===== src/rtl/sat_core_ctrl_seq_if.sv =====
// rtl/sat_core_ctrl_seq_if.sv - handshake bundle between bin controller, core sequencer and datapath units
interface sat_core_ctrl_seq_if #(
  parameter int WIDTH_LVL = 16,
  parameter int WIDTH_CNT = 16
);
  logic                 start_core_i;
  logic                 done_core_o;
  logic [WIDTH_LVL-1:0] cur_bin_num_i;
  logic [WIDTH_CNT-1:0] conflict_budget_i;
  logic                 apply_imply_o;
  logic                 done_imply_i;
  logic                 conflict_i;
  logic                 all_c_is_sat_i;
  logic                 start_decision_o;
  logic                 done_decision_i;
  logic                 apply_analyze_o;
  logic                 done_analyze_i;
  logic [WIDTH_LVL-1:0] bkt_bin_num_i;
  logic                 apply_bkt_cur_bin_o;
  logic                 done_bkt_cur_bin_i;
  logic                 sat_o;
  logic                 unsat_o;
  logic                 timeout_o;
  logic [WIDTH_CNT-1:0] num_conflicts_o;
  logic [WIDTH_CNT-1:0] num_decisions_o;

  // Driver side: bin controller plus the imply/decision/analysis/backtrack units
  modport master (
    output start_core_i, cur_bin_num_i, conflict_budget_i,
    output done_imply_i, conflict_i, all_c_is_sat_i,
    output done_decision_i, done_analyze_i, bkt_bin_num_i, done_bkt_cur_bin_i,
    input  done_core_o, apply_imply_o, start_decision_o, apply_analyze_o,
    input  apply_bkt_cur_bin_o, sat_o, unsat_o, timeout_o,
    input  num_conflicts_o, num_decisions_o
  );

  // Core sequencer side
  modport slave (
    input  start_core_i, cur_bin_num_i, conflict_budget_i,
    input  done_imply_i, conflict_i, all_c_is_sat_i,
    input  done_decision_i, done_analyze_i, bkt_bin_num_i, done_bkt_cur_bin_i,
    output done_core_o, apply_imply_o, start_decision_o, apply_analyze_o,
    output apply_bkt_cur_bin_o, sat_o, unsat_o, timeout_o,
    output num_conflicts_o, num_decisions_o
  );
endinterface


===== src/rtl/sat_core_ctrl_seq.sv =====
// rtl/sat_core_ctrl_seq.sv - per-bin imply/decide/analyze/backtrack sequencer; SAT_CTRL_STATS_EN exposes statistics
module sat_core_ctrl_seq #(
  parameter int WIDTH_LVL = 16,
  parameter int WIDTH_CNT = 16
) (
  input logic                clk,
  input logic                rst,
  sat_core_ctrl_seq_if.slave bus
);

  typedef enum logic [2:0] {
    ST_IDLE    = 3'd0,
    ST_IMPLY   = 3'd1,
    ST_DECIDE  = 3'd2,
    ST_ANALYZE = 3'd3,
    ST_BKT     = 3'd4,
    ST_DONE    = 3'd5
  } state_t;

  state_t               state_q, state_d;
  logic                 sat_q, sat_d;
  logic                 unsat_q, unsat_d;
  logic                 timeout_q, timeout_d;
  logic [WIDTH_CNT-1:0] conf_q, conf_d;
  logic [WIDTH_CNT-1:0] budget_q, budget_d;
  logic                 imply_q, decide_q, analyze_q, bkt_q, done_q;
`ifdef SAT_CTRL_STATS_EN
  logic [WIDTH_CNT-1:0] dec_q, dec_d;
`endif

  function automatic logic [WIDTH_CNT-1:0] sat_inc(input logic [WIDTH_CNT-1:0] v);
    return (v == {WIDTH_CNT{1'b1}}) ? v : v + WIDTH_CNT'(1);
  endfunction

  // Next-state, result flags and counters; each done input is only looked at in its own state
  always_comb begin
    state_d   = state_q;
    sat_d     = sat_q;
    unsat_d   = unsat_q;
    timeout_d = timeout_q;
    conf_d    = conf_q;
    budget_d  = budget_q;
`ifdef SAT_CTRL_STATS_EN
    dec_d     = dec_q;
`endif
    case (state_q)
      ST_IDLE: begin
        if (bus.start_core_i) begin
          state_d   = ST_IMPLY;
          sat_d     = 1'b0;
          unsat_d   = 1'b0;
          timeout_d = 1'b0;
          conf_d    = '0;
          budget_d  = bus.conflict_budget_i;
`ifdef SAT_CTRL_STATS_EN
          dec_d     = '0;
`endif
        end
      end
      ST_IMPLY: begin
        if (bus.done_imply_i) begin
          // a conflict outranks a simultaneous all-satisfied report
          if (bus.conflict_i) begin
            conf_d  = sat_inc(conf_q);
            state_d = ST_ANALYZE;
          end else if (bus.all_c_is_sat_i) begin
            sat_d   = 1'b1;
            state_d = ST_DONE;
          end else begin
            state_d = ST_DECIDE;
          end
        end
      end
      ST_DECIDE: begin
        if (bus.done_decision_i) begin
`ifdef SAT_CTRL_STATS_EN
          dec_d   = sat_inc(dec_q);
`endif
          state_d = ST_IMPLY;
        end
      end
      ST_ANALYZE: begin
        if (bus.done_analyze_i) begin
          // leaving the bin is reported as unsat even when the budget is also spent
          if (bus.bkt_bin_num_i != bus.cur_bin_num_i) begin
            unsat_d = 1'b1;
            state_d = ST_DONE;
          end else if ((budget_q != '0) && (conf_q >= budget_q)) begin
            timeout_d = 1'b1;
            state_d   = ST_DONE;
          end else begin
            state_d = ST_BKT;
          end
        end
      end
      ST_BKT: begin
        if (bus.done_bkt_cur_bin_i) state_d = ST_IMPLY;
      end
      ST_DONE:  state_d = ST_IDLE;
      default:  state_d = ST_IDLE;
    endcase
  end

  // State register; request strobes and done pulse are decoded from the next state so they track the state exactly
  always_ff @(posedge clk or posedge rst) begin
    if (rst) begin
      state_q   <= ST_IDLE;
      sat_q     <= 1'b0;
      unsat_q   <= 1'b0;
      timeout_q <= 1'b0;
      conf_q    <= '0;
      budget_q  <= '0;
      imply_q   <= 1'b0;
      decide_q  <= 1'b0;
      analyze_q <= 1'b0;
      bkt_q     <= 1'b0;
      done_q    <= 1'b0;
`ifdef SAT_CTRL_STATS_EN
      dec_q     <= '0;
`endif
    end else begin
      state_q   <= state_d;
      sat_q     <= sat_d;
      unsat_q   <= unsat_d;
      timeout_q <= timeout_d;
      conf_q    <= conf_d;
      budget_q  <= budget_d;
      imply_q   <= (state_d == ST_IMPLY);
      decide_q  <= (state_d == ST_DECIDE);
      analyze_q <= (state_d == ST_ANALYZE);
      bkt_q     <= (state_d == ST_BKT);
      done_q    <= (state_d == ST_DONE);
`ifdef SAT_CTRL_STATS_EN
      dec_q     <= dec_d;
`endif
    end
  end

  assign bus.apply_imply_o       = imply_q;
  assign bus.start_decision_o    = decide_q;
  assign bus.apply_analyze_o     = analyze_q;
  assign bus.apply_bkt_cur_bin_o = bkt_q;
  assign bus.done_core_o         = done_q;
  assign bus.sat_o               = sat_q;
  assign bus.unsat_o             = unsat_q;
  assign bus.timeout_o           = timeout_q;
`ifdef SAT_CTRL_STATS_EN
  assign bus.num_conflicts_o     = conf_q;
  assign bus.num_decisions_o     = dec_q;
`else
  assign bus.num_conflicts_o     = '0;
  assign bus.num_decisions_o     = '0;
`endif

endmodule


===== src/flat_wrapper.sv =====
// flat-port wrapper written by rule: the top's interface ports become plain ports
module sat_core_ctrl_seq_flat 
#(
  parameter int WIDTH_LVL = 16,
  parameter int WIDTH_CNT = 16
)
  (clk, rst, bus_start_core_i, bus_cur_bin_num_i, bus_conflict_budget_i, bus_done_imply_i, bus_conflict_i, bus_all_c_is_sat_i, bus_done_decision_i, bus_done_analyze_i, bus_bkt_bin_num_i, bus_done_bkt_cur_bin_i, bus_done_core_o, bus_apply_imply_o, bus_start_decision_o, bus_apply_analyze_o, bus_apply_bkt_cur_bin_o, bus_sat_o, bus_unsat_o, bus_timeout_o, bus_num_conflicts_o, bus_num_decisions_o);
  sat_core_ctrl_seq_if #(.WIDTH_LVL(WIDTH_LVL), .WIDTH_CNT(WIDTH_CNT)) bus_i ();
  input logic clk;
  input logic rst;
  input wire logic [$bits(bus_i.start_core_i)-1:0] bus_start_core_i;
  input wire logic [$bits(bus_i.cur_bin_num_i)-1:0] bus_cur_bin_num_i;
  input wire logic [$bits(bus_i.conflict_budget_i)-1:0] bus_conflict_budget_i;
  input wire logic [$bits(bus_i.done_imply_i)-1:0] bus_done_imply_i;
  input wire logic [$bits(bus_i.conflict_i)-1:0] bus_conflict_i;
  input wire logic [$bits(bus_i.all_c_is_sat_i)-1:0] bus_all_c_is_sat_i;
  input wire logic [$bits(bus_i.done_decision_i)-1:0] bus_done_decision_i;
  input wire logic [$bits(bus_i.done_analyze_i)-1:0] bus_done_analyze_i;
  input wire logic [$bits(bus_i.bkt_bin_num_i)-1:0] bus_bkt_bin_num_i;
  input wire logic [$bits(bus_i.done_bkt_cur_bin_i)-1:0] bus_done_bkt_cur_bin_i;
  output wire logic [$bits(bus_i.done_core_o)-1:0] bus_done_core_o;
  output wire logic [$bits(bus_i.apply_imply_o)-1:0] bus_apply_imply_o;
  output wire logic [$bits(bus_i.start_decision_o)-1:0] bus_start_decision_o;
  output wire logic [$bits(bus_i.apply_analyze_o)-1:0] bus_apply_analyze_o;
  output wire logic [$bits(bus_i.apply_bkt_cur_bin_o)-1:0] bus_apply_bkt_cur_bin_o;
  output wire logic [$bits(bus_i.sat_o)-1:0] bus_sat_o;
  output wire logic [$bits(bus_i.unsat_o)-1:0] bus_unsat_o;
  output wire logic [$bits(bus_i.timeout_o)-1:0] bus_timeout_o;
  output wire logic [$bits(bus_i.num_conflicts_o)-1:0] bus_num_conflicts_o;
  output wire logic [$bits(bus_i.num_decisions_o)-1:0] bus_num_decisions_o;
  assign bus_i.start_core_i = bus_start_core_i;
  assign bus_i.cur_bin_num_i = bus_cur_bin_num_i;
  assign bus_i.conflict_budget_i = bus_conflict_budget_i;
  assign bus_i.done_imply_i = bus_done_imply_i;
  assign bus_i.conflict_i = bus_conflict_i;
  assign bus_i.all_c_is_sat_i = bus_all_c_is_sat_i;
  assign bus_i.done_decision_i = bus_done_decision_i;
  assign bus_i.done_analyze_i = bus_done_analyze_i;
  assign bus_i.bkt_bin_num_i = bus_bkt_bin_num_i;
  assign bus_i.done_bkt_cur_bin_i = bus_done_bkt_cur_bin_i;
  assign bus_done_core_o = bus_i.done_core_o;
  assign bus_apply_imply_o = bus_i.apply_imply_o;
  assign bus_start_decision_o = bus_i.start_decision_o;
  assign bus_apply_analyze_o = bus_i.apply_analyze_o;
  assign bus_apply_bkt_cur_bin_o = bus_i.apply_bkt_cur_bin_o;
  assign bus_sat_o = bus_i.sat_o;
  assign bus_unsat_o = bus_i.unsat_o;
  assign bus_timeout_o = bus_i.timeout_o;
  assign bus_num_conflicts_o = bus_i.num_conflicts_o;
  assign bus_num_decisions_o = bus_i.num_decisions_o;
  sat_core_ctrl_seq #(.WIDTH_LVL(WIDTH_LVL), .WIDTH_CNT(WIDTH_CNT)) u_core (.clk(clk), .rst(rst), .bus(bus_i));
endmodule

===== config.mk =====
export PLATFORM = sky130hd
export DESIGN_NAME = sat_core_ctrl_seq_flat
export DESIGN_NICKNAME = d
export VERILOG_FILES = /design/src/rtl/sat_core_ctrl_seq_if.sv /design/src/rtl/sat_core_ctrl_seq.sv /design/src/flat_wrapper.sv
export SDC_FILE = /design/constraint.sdc
export NUM_CORES = 1
export LEC_CHECK = 0
export ABC_CLOCK_PERIOD_IN_PS = 1900
export CAP_MARGIN = 20
export CORE_UTILIZATION = 42
export DETAILED_ROUTE_END_ITERATION = 6
export PLACE_DENSITY = 0.85
export SLEW_MARGIN = 40
export SYNTH_ARGS = -nofsm -noshare
export SYNTH_HDL_FRONTEND = slang
export SYNTH_SLANG_ARGS = --single-unit

===== constraint.sdc =====
create_clock -name clk -period 1.9 [get_ports clk]
set_input_delay 0.285 -clock clk [delete_from_list [all_inputs] [get_ports clk]]
set_output_delay 0.285 -clock clk [all_outputs]
set_load 0.01 [all_outputs]

==> results.md, run 1 <==
- Critical Path RT: around 2.1 ns
- Peak VDD IR: 0.426 mV
- RePlAce Congestion: between 0.7 and 0.8
- Synth Instances: between 300 and 400
- RSZ-0062 raised after global routing: true
- DIE HEIGHT: 86.3 um
- Rows: 30
- Yosys warnings: 0
- Critical-path maximum fanout: 4
- Antenna violations before repair: 0
- Drt drc: 0
- Area of the core: between 6000 and 7000 um^2
- Min setup slack post-route: -0.000692 ns
- Multi-input gate area: 1680 um^2
- Crit end category: flip-flop
- Vias in the first global route: 2378
- Ant diodes: 0
- NumNets Final: 458
- Initial Util: roughly 44%
- Area grow syn2layout: 27.4%
- CP cell instances: ha_1, nand2b_4, a2111o_1, a32oi_2, nand4_1, and3_1
- Grt total ovfl: 0
- Sink Count: 43
- PortBufs: 64
- Finished Cell Area: 3800 um^2
- Normalized max-slew margin: 66.8%
- FF+latch count, synth: 43
- Largest cells by area after synthesis: dfrtp_1 36%, xnor2_1 8.5%, buf_4 8.1%, ha_1 7.1%, nand2_1 3.4%
- Startpoint Class: flip-flop
- Final setup fails: 1
- Unique masters post-synth: 53
- Average instance area after synthesis: ~9.6 um^2
- Achievable frequency: 0.526 GHz
- Antenna Nets Post-Route: 0
- Max_cap viols: 0
- H-tree depth: 2
- First-pass GRT wire length: 10900 um
- Top FF cell, synth: dfrtp_1
- Clk slew on worst S/H paths: 0.08 ns
- Initial DRC count: between 100 and 150
- Root buffer cell: clkbuf_8
- CP arrival: between 2 and 2.5 ns
- Pleak: 0.00164 uW
- WS Path Type: reg -> reg
- Sequential Area: 1080 um^2
- Dpl ws: -0.0568 ns
- Final number of hold-violating endpoints: 0
- I/O pin total: 97
- Clock Skews: 0.00667 ns
- DR WL/cell: between 10 and 15 um
- Worst hold path class: in -> async
- Die width: 86.3 um
- Status: finished with violations
- Slowest-stage cell, CP: dfrtp_1
- Failing checks: setup timing
- Die area: between 7000 and 8000 um^2
- Register area share after synthesis: a little over a third
- DR vias/cell: 4.99
- Skew-Pair Late Insertion Delay: around 0.30 ns
- Post-Syn Area: 2980 um^2
- Power density over cell area: about 1000 nW/um^2
- CTS tree: built
- DP Area: approximately 3600 um^2
- Fraction of the cycle the final worst path needs: 100%
- Detailed Route WL: a little under 7000 um
- Minimum clock period: 1.90 ns
- Setup total negative slack: -0.000692 ns
- Share of the synthesized area in the top cell type: 36.1%
- Inserted Clock Buffers: 5
- Final hold slack: 0.310 ns
- Slew Limit Fails: 0
- Slowest cell delay on critical path: ~0.41 ns
- Vias: around 2400
- Worst-case clock buffer depth: 2
- DRT Pass-1 Iters: 4
- EDFF count, synth: 0
- Layout cells sized above 1: 12.5%
- Fill count: about 580
- Post-DP HPWL: 5330 um
- Global-route usage over all layers: 18.7%
- FFs w/ async S/R, synth: 100%
- Largest net degree at the start of global routing: 31
- Actual slew at the worst max-slew pin: around 0.49 ns
- Synth area leader: dfrtp_1
cell usage after synthesis (2+ instances only):
cell       number
and3_1          2
nor3b_1         2
nor2_1         19
nand4_1         8
o21a_1          3
o21ai_1         7
dfrtp_1        43
and4_1          4
nor4_1          5
buf_4          32
ha_1           17
xnor2_1        29
and2_1          3
o21ai_0        13
buf_2           4
buf_6           2
mux2i_1         2
nor3b_2         3
clkbuf_1        2
inv_1          22
nor3_2          8
nand2b_1        5
a21oi_1        13
o2111ai_4       2
nand3_1         6
nor3_1          2
nand2_1        27
layout by cell type (no fill, tap or decap), types with 2 or more instances in the layout:
cell,n
nor3_2,9
dfrtp_1,43
nor2_1,19
o21ai_1,7
and3_1,2
ha_1,17
nor3b_2,3
xnor2_1,29
nor3b_1,2
a21oi_1,13
nand4_1,8
and2_1,3
inv_1,22
buf_4,10
nor4_1,4
nand2_1,27
and4_2,2
o21ai_0,13
nand3_1,6
o21a_1,3
clkdlybuf4s50_1,64
nand2b_1,4
and4_1,4
mux2i_1,2
conb_1,32
clkbuf_8,5
o2111ai_4,2
nor4_4,2
sequential cells by signal (all words and copies together), names as in the netlist:
name and count:
u_core.budget_q 16, u_core.bus.apply_analyze_o 1, u_core.bus.apply_bkt_cur_bin_o 1, u_core.bus.apply_imply_o 1, u_core.bus.done_core_o 1, u_core.bus.sat_o 1, u_core.bus.start_decision_o 1, u_core.bus.timeout_o 1
u_core.bus.unsat_o 1, u_core.conf_q 16, u_core.state_q 3
critical path, delay by kind of cell (launching register included):
family                     cells  cell delay, ns
and+or+nand+nor                3            0.51
DFF                            1            0.41
adders and majority gates      1            0.28
AOI/OAI and AO/OA              2            0.60
power breakdown:
part / internal (uW) / total (uW) / switching (uW)
clock: 385 / 683 / 298
sequential: 1190 / 1420 / 235
combinational: 786 / 1730 / 941
layout make-up:
cell class | count | share of cell area (%)
clock buffer | 6 | 1.91
clock inverter | 1 | 0.791
inverter | 22 | 2.17
multi-input combinational | 237 | 44.3
sequential | 43 | 28.3
tap | 96 | 3.16
timing repair buffer | 75 | 19.4
worst paths after layout:
path / from / slack [ns] / cells after the start / endpoint
min: rst / 0.31 / 2 / u_core.budget_q[10]$_DFFE_PP0P_
max in group asynchronous: rst / 1.07 / 3 / u_core.conf_q[14]$_DFFE_PP0P_
max reg2reg: u_core.budget_q[0]$_DFFE_PP0P_ / -0.0007 / 6 / u_core.bus.done_core_o$_DFF_PP0_
max: u_core.budget_q[0]$_DFFE_PP0P_ / -0.0007 / 6 / u_core.bus.done_core_o$_DFF_PP0_
min in group clk: u_core.bus.timeout_o$_DFFE_PP0P_ / 0.53 / 1 / u_core.bus.timeout_o$_DFFE_PP0P_
min reg2reg: u_core.bus.timeout_o$_DFFE_PP0P_ / 0.53 / 1 / u_core.bus.timeout_o$_DFFE_PP0P_
logic make-up after synthesis:
family | share of synthesized area [%]
DFF | 36.1
other | 0.126
AOI/OAI and AO/OA | 11.8
buffers and inverters | 13.2
muxes | 1.05
xor gates and xnor gates | 8.52
adders and majority gates | 7.13
and+or+nand+nor | 22.2
stage by stage:
step                utilization (%)  total power (uW)  cells
floorplan                         -              2490    342
global placement               53.3              2930    472
detailed placement             53.3              3030    472
CTS                            55.1              3780    479
global route                   55.6              4090    480
finish                         55.6              3830    480
what timing repair did:
| action | 4_1_cts | 5_1_grt |
|---|---|---|
| cloned | 0 | 1 |
| pin swaps | 5 | 6 |
| setup buffers | 0 | 0 |
| setup endpoints to repair | 6 | 7 |
| resized for setup | 3 | 4 |
| hold buffers | 0 | 0 |
per-layer routing:
| metal | vias up | routed length, um | global-route usage, % | share of wire (%) |
|---|---|---|---|---|
| met5 | - | 0 | 0 | 0 |
| met4 | 0 | 173 | 8.33 | 2.5 |
| met3 | 15 | 595 | 6.00 | 8.6 |
| met2 | 101 | 3470 | 33.3 | 50 |
| met1 | 1129 | 2660 | 20.3 | 39 |
| li1 | 1149 | - | - | - |
No activity file was read; power rests on OpenSTA's default activity.
==> run 2, diff against run 1 <==
--- a/config.mk
+++ b/config.mk
@@ -8,6 +8,7 @@
 export ABC_CLOCK_PERIOD_IN_PS = 1900
 export CAP_MARGIN = 20
 export CORE_UTILIZATION = 42
+export CTS_BUF_LIST = sky130_fd_sc_hd__clkbuf_4 sky130_fd_sc_hd__clkbuf_8 sky130_fd_sc_hd__clkbuf_16
 export DETAILED_ROUTE_END_ITERATION = 6
 export PLACE_DENSITY = 0.85
 export SLEW_MARGIN = 40
==> run 2 against run 1 <==
Effect of this change:
- the flow still finishes with violations (setup timing)
- fmax about the same
- cell area about the same
- worst setup slack is essentially flat
- final cell count is the same
- non-clock buffer count unchanged
- via count did not move
==> results.md, run 2 (synthesized netlist as in run 1, its figures left out) <==
- Status: finished with violations
- Failing checks: setup timing
- Die width: 86.3 um (unchanged)
- Area grow syn2layout: 27.5% (about the same)
- Reg-to-reg critical path startpoint: u_core.budget_q[0]$_DFFE_PP0P_
- Biggest regs: u_core.budget_q (16), u_core.conf_q (16), u_core.state_q (3)
- Antenna Nets Post-Route: 0 (unchanged)
- Most frequent cells in the layout: 64 x clkdlybuf4s50_1, 43 x dfrtp_1, 32 x conb_1, 29 x xnor2_1, 27 x nand2_1
- Fraction of the cycle the final worst path needs: 100% (about the same)
- Sink Count: 43 (unchanged)
- RSZ-0062 raised after global routing: true
- Critical Path RT: 2.08 ns (about the same)
- Min setup slack post-route: -0.000478 ns (+0.000214 ns)
- Slowest-stage cell, CP: dfrtp_1
- Inserted Clock Buffers: 5 (unchanged)
- Worst hold path class: in -> async
- PortBufs: 64 (unchanged)
- Largest net degree at the start of global routing: 31 (unchanged)
- Reg2reg end: u_core.bus.done_core_o$_DFF_PP0_
- CP arrival: 2.09 ns (about the same)
- DR vias/cell: 4.99 (unchanged)
- Pleak: 0.00164 uW (+0.21%)
- Minimum clock period: 1.90 ns (-0.000214 ns)
- R2R cell count: 6 (unchanged)
- Actual slew at the worst max-slew pin: 0.494 ns (+0.000148 ns)
- Startpoint Class: flip-flop
- Final number of hold-violating endpoints: 0 (unchanged)
- Detailed Route WL: 6900 um (about the same)
- RePlAce Congestion: 0.782 (unchanged)
- WS Path Type: reg -> reg
- Dpl ws: -0.0568 ns (unchanged)
- Clk slew on worst S/H paths: 0.08 ns (about the same)
- DRT Pass-1 Iters: 4 (unchanged)
- Achievable frequency: 0.526 GHz (about the same)
- Critical-path maximum fanout: 4 (unchanged)
- Layout cells sized above 1: 12.8% (+0.26 points)
- First-pass GRT wire length: 10900 um (unchanged)
- Slew Limit Fails: 0 (unchanged)
- Clock Skews: 0.00650 ns (-0.000166 ns)
- Root buffer cell: clkbuf_8
- DIE HEIGHT: 86.3 um (unchanged)
- Slowest cell delay on critical path: 0.41 ns (about the same)
- Worst-case clock buffer depth: 2 (unchanged)
- I/O pin total: 97 (unchanged)
- Final hold slack: 0.310 ns (+0.000141 ns)
- Drt drc: 0 (unchanged)
- Die area: 7440 um^2 (unchanged)
- Setup slack, reg-to-reg: -0.0005 ns (about the same)
- Ant diodes: 0 (unchanged)
- Non-filler instance count after layout: 480 (unchanged)
- DR WL/cell: 14.4 um (about the same)
- Vias: 2394 (unchanged)
- Peak VDD IR: 0.427 mV (about the same)
- Final core occ: 55.7% (about the same)
- Cts hold-fix bufs: 0 (unchanged)
- Inst Count DP: 472 (unchanged)
- Normalized max-slew margin: 66.7% (about the same)
- Post-DP HPWL: 5330 um (unchanged)
- H-tree depth: 2 (unchanged)
- Max_cap viols: 0 (unchanged)
- CP startpoint: u_core.budget_q[0]$_DFFE_PP0P_
- Area of the core: 6830 um^2 (unchanged)
- Initial Util: 43.6% (unchanged)
- CP cell instances: ha_1, nand2b_4, a2111o_1, a32oi_2, nand4_1, and3_1
- Rows: 30 (unchanged)
- Fill count: 579 (unchanged)
- Commonest non-fill, non-tap cell in the layout: clkdlybuf4s50_1
- Power density over cell area: 1010 nW/um^2 (+0.29%)
- Grt total ovfl: 0 (unchanged)
- Setup total negative slack: -0.000478 ns (+0.000214 ns)
- NumNets Final: 458 (unchanged)
- Global-route usage over all layers: 18.7% (unchanged)
- CTS tree: built
- Antenna violations before repair: 0 (unchanged)
- Vias in the first global route: 2378 (unchanged)
- Initial DRC count: 104 (unchanged)
- Crit end category: flip-flop
- Skew-Pair Late Insertion Delay: 0.29 ns (about the same)
- Final setup fails: 1 (unchanged)
run 2: cell counts in the layout (fill, tap and decap cells not counted):
No cell type changed its count.
run 2: worst max-delay path by stage:
stage,end,slack [ns],cells after the start
after floorplan,u_core.bus.done_core_o$_DFF_PP0_,0.02,7
after global placement,u_core.bus.done_core_o$_DFF_PP0_,-0.07,6
after detailed placement,u_core.state_q[0]$_DFF_PP0_,-0.06,7
after CTS,u_core.bus.done_core_o$_DFF_PP0_,-0.02,6
after global routing,u_core.bus.done_core_o$_DFF_PP0_,-0.14,7
final,u_core.bus.done_core_o$_DFF_PP0_,-0.0005,6
run 2: repair_timing:
| action | CTS | global route |
|---|---|---|
| pin swaps | 5 | 6 |
| setup buffers | 0 | 0 |
| gates cloned | 0 | 1 |
| resized for setup | 3 | 4 |
| setup endpoints to repair | 6 | 7 |
run 2: where the power goes:
group          switching [uW]  internal, uW  total [uW]
Sequential                235          1190        1420
Combinational             942           786        1730
Clock                     298           400         697
run 2: routing by layer:
layer	vias to the layer above	part of all wire [%]	routed length [um]	GRT usage, %
li1	1149	-	-	-
met1	1128	38	2640	20.3
met3	15	8.8	605	6.00
met5	-	0	0	0
met2	102	50	3470	33.3
met4	0	2.5	174	8.33
run 2: through the flow:
step / area (um^2) / power [uW]
floorplan: 3100 / 2490
detailed placement: 3640 / 3030
global placement: 3640 / 2930
CTS: 3770 / 3790
finish: 3800 / 3850
global route: 3800 / 4110
run 2: cell type report:
cell class                 instances  area (um^2)  share of cell area [%]
clock inverter                     1         30.0                   0.790
multi-input combinational        237         1680                    44.2
timing repair buffer              75          736                    19.3
clock buffer                       6         76.3                    2.01
tap                               96          120                    3.16
sequential                        43         1080                    28.3
inverter                          22         82.6                    2.17
run 2: worst max-delay path: cells and delay by family (launching register included):
family	cells	cell delay, ns
AOI/OAI and AO/OA	2	0.60
adders and majority gates	1	0.28
and+or+nand+nor	3	0.51
DFF	1	0.41
